===== config.mk =====
export PLATFORM = sky130hd
export DESIGN_NAME = data_ram_ctrl_flat
export DESIGN_NICKNAME = d
export VERILOG_FILES = /design/src/rtl/data_ram_ctrl_pkg.sv /design/src/rtl/data_ram_ctrl_if.sv /design/src/rtl/data_ram_ctrl_wait_timer.sv /design/src/rtl/data_ram_ctrl.sv /design/src/flat_wrapper.sv
export SDC_FILE = /design/constraint.sdc
export NUM_CORES = 1
export LEC_CHECK = 0
export ABC_AREA = 1
export BUFFER_PORTS_ARGS = -buffer_cell sky130_fd_sc_hd__buf_2
export CORE_UTILIZATION = 35
export DETAILED_ROUTE_END_ITERATION = 6
export PLACE_DENSITY = 0.73
export SETUP_SLACK_MARGIN = 0.1
export SLEW_MARGIN = 20
export SYNTH_ARGS = -nofsm -noshare
export SYNTH_HDL_FRONTEND = slang
export SYNTH_SLANG_ARGS = --single-unit
export TNS_END_PERCENT = 5

===== constraint.sdc =====
create_clock -name clk -period 1.15 [get_ports clk]
set_input_delay 0.115 -clock clk [delete_from_list [all_inputs] [get_ports clk]]
set_output_delay 0.115 -clock clk [all_outputs]
set_load 0.05 [all_outputs]

===== src/rtl/data_ram_ctrl_pkg.sv =====
// data_ram_ctrl_pkg: state encoding and default sizing shared by the DataRAM controller
package data_ram_ctrl_pkg;
  localparam int WIDTH_DEF = 8;
  localparam int LENGTH_DEF = 8;
  localparam int TIMEOUT_DEF = 15;
  typedef enum logic [2:0] {
    IDLE      = 3'd0,
    WRITE     = 3'd1,
    READ_REQ  = 3'd2,
    READ_WAIT = 3'd3,
    RESP      = 3'd4
  } state_t;
endpackage


===== src/rtl/data_ram_ctrl_if.sv =====
// data_ram_ctrl_if: request/response handshake plus DataRAM port; master is the controller side
interface data_ram_ctrl_if import data_ram_ctrl_pkg::*; #(
  parameter int width = WIDTH_DEF,
  parameter int length = LENGTH_DEF
);
  logic reqValid;
  logic reqReady;
  logic reqWrite;
  logic reqIndirect;
  logic [length-1:0] reqAddr;
  logic [width-1:0] reqData;
  logic respValid;
  logic respError;
  logic [width-1:0] respData;
  logic memIndirect;
  logic memWriteEnable;
  logic memReadEnable;
  logic [length-1:0] memAddr;
  logic [width-1:0] memWriteData;
  logic memDataReady;
  logic [width-1:0] memReadData;
  modport master (
    input  reqValid, reqWrite, reqIndirect, reqAddr, reqData, memDataReady, memReadData,
    output reqReady, respValid, respError, respData,
           memIndirect, memWriteEnable, memReadEnable, memAddr, memWriteData
  );
  modport slave (
    output reqValid, reqWrite, reqIndirect, reqAddr, reqData, memDataReady, memReadData,
    input  reqReady, respValid, respError, respData,
           memIndirect, memWriteEnable, memReadEnable, memAddr, memWriteData
  );
endinterface


===== src/rtl/data_ram_ctrl_wait_timer.sv =====
// wait_timer: saturating up-counter with synchronous clear and enable; expired once it reaches max
module wait_timer #(
  parameter int max = 15
) (
  input  logic clk,
  input  logic clr,
  input  logic en,
  output logic expired
);
  localparam int W = $clog2(max + 1);
  logic [W-1:0] cnt;
  assign expired = cnt == W'(max);
  always_ff @(posedge clk)
    if (clr) cnt <= '0;
    else if (en && !expired) cnt <= cnt + 1'b1;
endmodule


===== src/rtl/data_ram_ctrl.sv =====
// data_ram_ctrl: sequences DataRAM strobes for one read/write request at a time, with read timeout
module data_ram_ctrl import data_ram_ctrl_pkg::*; #(
  parameter int timeout = TIMEOUT_DEF
) (
  input logic clk,
  input logic clr,
  data_ram_ctrl_if.master bus
);
  state_t state;
  logic expired;
  wait_timer #(.max(timeout)) u_timer (
    .clk(clk),
    .clr(clr || state != READ_WAIT),
    .en(state == READ_WAIT && !bus.memDataReady),
    .expired(expired)
  );
  assign bus.reqReady = state == IDLE && !clr;
  always_ff @(posedge clk) begin
    if (clr) begin
      state <= IDLE;
      bus.memWriteEnable <= 1'b0;
      bus.memReadEnable <= 1'b0;
      bus.memIndirect <= 1'b0;
      bus.memAddr <= '0;
      bus.memWriteData <= '0;
      bus.respValid <= 1'b0;
      bus.respError <= 1'b0;
      bus.respData <= '0;
    end else begin
      bus.memWriteEnable <= 1'b0;
      bus.memReadEnable <= 1'b0;
      bus.memIndirect <= 1'b0;
      bus.respValid <= 1'b0;
      case (state)
        IDLE: if (bus.reqValid) begin
          state <= bus.reqWrite ? WRITE : READ_REQ;
          bus.memAddr <= bus.reqAddr;
          bus.memWriteData <= bus.reqData;
          bus.memWriteEnable <= bus.reqWrite;
          bus.memReadEnable <= !bus.reqWrite;
          bus.memIndirect <= !bus.reqWrite && bus.reqIndirect;
          bus.respError <= 1'b0;
        end
        WRITE: begin
          state <= RESP;
          bus.respValid <= 1'b1;
        end
        READ_REQ: state <= READ_WAIT;
        READ_WAIT: if (bus.memDataReady || expired) begin
          state <= RESP;
          bus.respValid <= 1'b1;
          bus.respError <= !bus.memDataReady;
          bus.respData <= bus.memDataReady ? bus.memReadData : '0;
        end
        default: state <= IDLE;
      endcase
    end
  end
endmodule


===== src/flat_wrapper.sv =====
// flat-port wrapper written by rule: the top's interface ports become plain ports
module data_ram_ctrl_flat import data_ram_ctrl_pkg::*;
#(
  parameter int timeout = TIMEOUT_DEF
)
  (clk, clr, bus_reqValid, bus_reqWrite, bus_reqIndirect, bus_reqAddr, bus_reqData, bus_memDataReady, bus_memReadData, bus_reqReady, bus_respValid, bus_respError, bus_respData, bus_memIndirect, bus_memWriteEnable, bus_memReadEnable, bus_memAddr, bus_memWriteData);
  data_ram_ctrl_if #(.width(8), .length(8)) bus_i ();
  input logic clk;
  input logic clr;
  input wire logic [$bits(bus_i.reqValid)-1:0] bus_reqValid;
  input wire logic [$bits(bus_i.reqWrite)-1:0] bus_reqWrite;
  input wire logic [$bits(bus_i.reqIndirect)-1:0] bus_reqIndirect;
  input wire logic [$bits(bus_i.reqAddr)-1:0] bus_reqAddr;
  input wire logic [$bits(bus_i.reqData)-1:0] bus_reqData;
  input wire logic [$bits(bus_i.memDataReady)-1:0] bus_memDataReady;
  input wire logic [$bits(bus_i.memReadData)-1:0] bus_memReadData;
  output wire logic [$bits(bus_i.reqReady)-1:0] bus_reqReady;
  output wire logic [$bits(bus_i.respValid)-1:0] bus_respValid;
  output wire logic [$bits(bus_i.respError)-1:0] bus_respError;
  output wire logic [$bits(bus_i.respData)-1:0] bus_respData;
  output wire logic [$bits(bus_i.memIndirect)-1:0] bus_memIndirect;
  output wire logic [$bits(bus_i.memWriteEnable)-1:0] bus_memWriteEnable;
  output wire logic [$bits(bus_i.memReadEnable)-1:0] bus_memReadEnable;
  output wire logic [$bits(bus_i.memAddr)-1:0] bus_memAddr;
  output wire logic [$bits(bus_i.memWriteData)-1:0] bus_memWriteData;
  assign bus_i.reqValid = bus_reqValid;
  assign bus_i.reqWrite = bus_reqWrite;
  assign bus_i.reqIndirect = bus_reqIndirect;
  assign bus_i.reqAddr = bus_reqAddr;
  assign bus_i.reqData = bus_reqData;
  assign bus_i.memDataReady = bus_memDataReady;
  assign bus_i.memReadData = bus_memReadData;
  assign bus_reqReady = bus_i.reqReady;
  assign bus_respValid = bus_i.respValid;
  assign bus_respError = bus_i.respError;
  assign bus_respData = bus_i.respData;
  assign bus_memIndirect = bus_i.memIndirect;
  assign bus_memWriteEnable = bus_i.memWriteEnable;
  assign bus_memReadEnable = bus_i.memReadEnable;
  assign bus_memAddr = bus_i.memAddr;
  assign bus_memWriteData = bus_i.memWriteData;
  data_ram_ctrl #(.timeout(timeout)) u_core (.clk(clk), .clr(clr), .bus(bus_i));
endmodule

==> results of run 1 <==
[per-stage QoR]
stage | util [%] | worst slack, ps | area, sq um
final | 50.3 | -55.5 | 2000
after global placement | 46.3 | 7.97 | 1840
after floorplan | - | 16.8 | 1470
after detailed placement | 46.3 | -54.3 | 1840
after global routing | 50.3 | -117 | 2000
after CTS | 50.1 | -74.9 | 1990
[per-layer routing]
metal / vias to the layer above / GRT usage [%]
met5: - / 0
met4: 0 / 3.99
met3: 4 / 5.86
met2: 46 / 22.3
met1: 580 / 18.0
li1: 691 / -
[worst paths after layout]
kind | startpoint | endpoint | slack, ps
min reg2reg | u_core.bus.memAddr[7]$_SDFFE_PP0P_ | u_core.bus.memAddr[7]$_SDFFE_PP0P_ | 460
min | bus_reqWrite | u_core.bus.memReadEnable$_SDFF_PP0_ | 30
max | u_core.state[2]$_SDFFE_PP0P_ | bus_reqReady | -60
max reg2reg | u_core.state[0]$_SDFFE_PP0P_ | u_core.state[1]$_SDFFE_PP0P_ | 10
[state kept, by name, summed over array words and instances (netlist names)]
register                   count
u_core.bus.memReadEnable       1
u_core.state                   3
u_core.bus.memIndirect         1
u_core.bus.memAddr             8
u_core.u_timer.cnt             4
u_core.bus.memWriteEnable      1
u_core.bus.respError           1
u_core.bus.respData            8
u_core.bus.memWriteData        8
u_core.bus.respValid           1
[synthesized netlist by cell type, drive strengths merged]
cell type,instances,area [sq um]
a21oi,29,183
buf,5,37.5
dfxtp,36,721
ha,1,12.5
inv,13,51.3
nand2,62,258
nand3,7,57.6
nand3b,1,7.51
nand4,1,6.26
nor2,11,66.3
nor3,1,5.00
o211ai,1,7.51
o21a,1,7.51
o21ai,3,18.8
xnor2,1,8.76
[repair_timing]
action                     CTS  global route
setup endpoints to repair   34            34
pin swaps                   11             3
cloned                       0             0
resized for setup           16             2
buffers inserted             3             0
[power breakdown]
group | switching (mW) | total [mW] | internal [mW] | leakage, nW
clock network | 0.416 | 0.828 | 0.411 | 0.0410
registers | 0.0390 | 1.36 | 1.32 | 0.295
logic | 0.478 | 0.706 | 0.228 | 0.555
total | 0.933 | 2.89 | 1.96 | 0.891
[cell type report]
cell class	count	share of cell area (%)
clock buffers	6	3.64
well taps	50	3.13
clock inverters	1	0.251
multi-input cells	119	34.7
inverters	13	2.82
repair buffers	68	19.1
flip-flops and latches	36	36.4
[kinds of logic after synthesis]
logic type,Yosys count
xor+xnor,1
simple gates,83
compound gates,34
flops,36
fa+ha+maj,1
buf+inv,18
==> metrics.md, run 1 <==
| Metric | Value |
|---|---|
| Most common cell after layout, fill and taps aside | buf_2 |
| Clock sinks | 36 |
| RSZ-0062 raised after global routing | true |
| Met3 routed WL | 235 um |
| Arrival @ worst endpoint | 1090 ps |
| Net count, final | 274 |
| WP data required | 1030 ps |
| DRC violations left | 0 |
| Vias/cell | 4.51 |
| Worst-path clk slew | 70 ps |
| Gr usage total | 14.3% |
| Register area share after synthesis | 49.8% |
| Width of the die | 66.3 um |
| Routed vias | 1,321 |
| Yosys cell types | 25 |
| Post-Syn Nets | 204 |
| Failing checks | negative setup slack |
| M1 WL | 1.49 mm |
| Clock Skews | 7.58 ps |
| Minimum clock period | 1210 ps |
| Die area | 4400 sq um |
| Yosys warning total | 0 |
| Most frequent cells in the layout | buf_2, nand2_1, dfxtp_1, a21oi_1, nand2_2 |
| Area of the multi-input gates | 692 sq um |
| Largest net degree at the start of global routing | 23 |
| GPL Wtd Cong | 0.748 |
| Worst path slowest cell | dfxtp_2 |
| Wire length per cell | 10.5 um |
| Cells along the critical path | nor2_4 > nand2_2 > nor2_4 > buf_8 |
| Post-Synth Adder-Cell Area | 0.864% |
| Yosys reg bits | 36 |
| Post-Synth Simple-Gate Area | 27.7% |
| Initial antenna violation count | 0 |
| Worst Hold Path Cells | 2 |
| Setup ws final | -55.5 ps |
| CTS tree | yes |
| Hold slack | 31.0 ps |
| Crit. End Element | primary output |
| Skew-Pair Late Insertion Delay | 280 ps |
| GRT Residual Overflow | 0 |
| Peak VDD IR | 802 uV |
| Core Region | 3970 sq um |
| Clock root buffer master | clkbuf_8 |
| PD cells | 1450 nW/um^2 |
| Cells after DPL | 283 |
| Critical Path Stages | 4 |
| Clk buf depth | 2 |
| Largest family of logic cells by synthesized area | simple AND/OR/NAND/NOR gates |
| Sequential standard cell area | 727 sq um |
| Post-route ant nets | 0 |
| WL met2 | 1.34 mm |
| Num rows | 23 |
| Layout cells sized above 1 | 48.6% |
| Crit path max fanout | 3 |
| Pleak | 0.891 nW |
| Synth-to-Final Area Change | 37.9% |
| Critical path type | reg -> out |
| Final setup violation count | 1 |
| Drt first pass iters | 4 |
| Setup TNS | -55.5 ps |
| Reg2reg path depth | 7 |
| Max_cap viols | 0 |
| Slew at the pin with the worst max-slew slack | 297 ps |
| Iter 0 DRT Violations | 28 |
| Hold buffers post-CTS | 0 |
| Critical Path Source Type | register |
| I/O pin count | 60 |
| Vias in the first global route | 1,122 |
| Detailed-placement wirelength estimate | 2.18 mm |
| Compound-gate portion of the synthesized area | 15.0% |
| Fmax | 829 MHz |
| Highest metal used | met4 |
| Syn Area/Cell | 8.37 sq um |
| DRT Wirelength | 3.09 mm |
| Starting Density | 36.5% |
| Post-Syn Area | 1450 sq um |
| Chip Height | 66.3 um |
| Final Hold Vio Count | 0 |
| Cts bufs inserted | 5 |
| Hold crit path type | in -> reg |
| Multiplexer share of the synthesized area | 0% |
| CTS H-tree lvls | 2 |
| Crit path top cell by count | nor2_4 |
| Post-synthesis xor/xnor area fraction | 0.605% |
| Tot Pwr | 2.89 mW |
| Final period util | 105% |
| Cell family with most CP delay | flip-flops |
| Final non-filler cell total | 293 |
| PortBufs | 59 |
| Rel. slew slack | 80.2% |
| Slowest stage delay, CP | 350 ps |
| Pins Over Slew Limit | 0 |
| Crit path buf inv count | 1 |
| Fillers | 390 |
| Ant diodes | 0 |
| Global-route wire length before repair | 4.83 mm |
| Cells after Synth | 173 |
| Status | finished with violations |
Power figures use the tool's default switching activity.
==> inputs of run 2 (changes only) <==
--- a/config.mk
+++ b/config.mk
@@ -9,7 +9,7 @@
 export BUFFER_PORTS_ARGS = -buffer_cell sky130_fd_sc_hd__buf_2
 export CORE_UTILIZATION = 35
 export DETAILED_ROUTE_END_ITERATION = 6
-export PLACE_DENSITY = 0.73
+export PLACE_DENSITY = 0.65
 export SETUP_SLACK_MARGIN = 0.1
 export SLEW_MARGIN = 20
 export SYNTH_ARGS = -nofsm -noshare
==> metrics.md, run 2 (synthesized netlist as in run 1, its figures left out) <==
| Metric | Value |
|---|---|
| Critical path type | reg -> out |
| Final Hold Vio Count | 0 (unchanged) |
| Hold slack | 46.5 ps (+15.5 ps) |
| Post-route core utilization | 51.4% (+1.2 points) |
| Num rows | 23 (unchanged) |
| Slew at the pin with the worst max-slew slack | 309 ps (+12.6 ps) |
| Rel. slew slack | 79.4% (-0.84 points) |
| Pre-CTS setup slack | -64.4 ps (-10.1 ps) |
| Routed vias | 1,332 (+0.83%) |
| Global-route wire length before repair | 5.15 mm (+6.7%) |
| Clock sinks | 36 (unchanged) |
| Starting Density | 36.5% (unchanged) |
| Fmax | 819 MHz (-1.2%) |
| Clock Skews | 9.49 ps (+1.91 ps) |
| Initial antenna violation count | 0 (unchanged) |
| Cts bufs inserted | 5 (unchanged) |
| Ant diodes | 0 (unchanged) |
| Skew-Pair Late Insertion Delay | 290 ps (about the same) |
| Drt first pass iters | 4 (unchanged) |
| Status | finished with violations |
| Cells along the critical path | nor2_4 > nand2_2 > nor2_4 > buf_8 |
| Slowest stage delay, CP | 350 ps (about the same) |
| Setup TNS | -175 ps (-119 ps) |
| Clock root buffer master | clkbuf_8 |
| GRT Residual Overflow | 0 (unchanged) |
| Max_cap viols | 0 (unchanged) |
| DRC violations left | 0 (unchanged) |
| PortBufs | 59 (unchanged) |
| Hold crit path type | in -> reg |
| Top flop regs | u_core.bus.memAddr x8, u_core.bus.memWriteData x8, u_core.bus.respData x8 |
| Gr usage total | 16.0% (+1.7 points) |
| CTS tree | yes |
| Crit. End Element | primary output |
| Die area | 4400 sq um (unchanged) |
| Setup ws final | -70.6 ps (-15.1 ps) |
| Worst path slowest cell | dfxtp_2 |
| Most common cell after layout, fill and taps aside | buf_2 |
| Crit path top cell by count | nor2_4 |
| PD cells | 1470 nW/um^2 (+1.3%) |
| CTS H-tree lvls | 2 (unchanged) |
| Chip Height | 66.3 um (unchanged) |
| Tot Pwr | 3.00 mW (+3.7%) |
| Net count, final | 274 (unchanged) |
| Final setup violation count | 8 (+7) |
| WP data required | 1030 ps (about the same) |
| Failing checks | negative setup slack |
| Most frequent cells in the layout | buf_2, nand2_1, dfxtp_1, a21oi_1, nand2_2 |
| Arrival @ worst endpoint | 1110 ps (+20 ps) |
| Pleak | 0.896 nW (+0.60%) |
| Iter 0 DRT Violations | 46 (+64%) |
| Detailed-placement wirelength estimate | 2.34 mm (+7.1%) |
| Core Region | 3970 sq um (unchanged) |
| Width of the die | 66.3 um (unchanged) |
| Critical Path Source Type | register |
| Peak VDD IR | 705 uV (-12%) |
| Synth-to-Final Area Change | 41.1% |
| Largest net degree at the start of global routing | 19 (-17%) |
| DRT Wirelength | 3.32 mm (+7.6%) |
| Clk buf depth | 2 (unchanged) |
| GPL Wtd Cong | 0.814 (+8.9%) |
| Pins Over Slew Limit | 0 (unchanged) |
| Final period util | 106% (+1.3 points) |
| Vias/cell | 4.53 (+0.49%) |
| Wire length per cell | 11.3 um (+7.2%) |
| RSZ-0062 raised after global routing | true |
| Post-route ant nets | 0 (unchanged) |
| Layout cells sized above 1 | 49.2% (+0.62 points) |
| I/O pin count | 60 (unchanged) |
| Worst-path clk slew | 70 ps (about the same) |
| R2r setup slk | -30 ps (-40 ps) |
| Crit path max fanout | 3 (unchanged) |
| Minimum clock period | 1220 ps (+15.1 ps) |
| Vias in the first global route | 1,186 (+5.7%) |
[run 2: path summary, 6_finish.rpt]
check	endpoint	cells past startpoint	startpoint
worst max register to register	u_core.bus.respValid$_SDFF_PP0_	7	u_core.u_timer.cnt[0]$_SDFFE_PP0P_
worst max-delay path	bus_reqReady	4	u_core.state[2]$_SDFFE_PP0P_
worst min-delay path	u_core.bus.memIndirect$_SDFF_PP0_	3	bus_reqIndirect
worst min register to register	u_core.bus.respData[6]$_SDFFE_PP0P_	2	u_core.bus.respData[6]$_SDFFE_PP0P_
[run 2: final cells by class]
type / count / area [sq um]
fill: 407 / 1930
sequential: 36 / 727
multi-input combinational: 119 / 712
timing repair buffer: 68 / 385
clock buffer: 7 / 86.3
tap: 50 / 62.6
inverter: 13 / 61.3
clock inverter: 1 / 7.51
[run 2: repair_timing]
| action | in CTS | in global routing |
|---|---|---|
| endpoints found under the setup margin | 34 | 36 |
| resized for setup | 13 | 11 |
| endpoints found under the hold margin | 1 | 0 |
| pin swaps | 3 | 3 |
| buffers inserted | 3 | 0 |
| hold buffers | 1 | 0 |
[run 2: report_power, final]
group          internal (mW)  switching [mW]
Sequential              1.32          0.0418
Clock                  0.486           0.444
Combinational          0.226           0.481
[run 2: through the flow]
step,instance area [sq um],instances
after floorplan,1470,173
after global placement,1830,282
after detailed placement,1830,282
after CTS,1990,294
after global routing,2040,294
final,2040,294
[run 2: worst max-delay path: cells and delay by family (launching register included)]
kind          cells  cell delay (ps)
flops             1              350
simple gates      3              310
buf+inv           1              150
[run 2: metal layers]
metal,vias to the layer above,global-route usage (%),part of all wire (%)
met3,5,5.17,7.4
met2,44,26.3,47
met5,-,0,0
li1,693,-,-
met1,590,18.1,43
met4,0,8.78,1.7
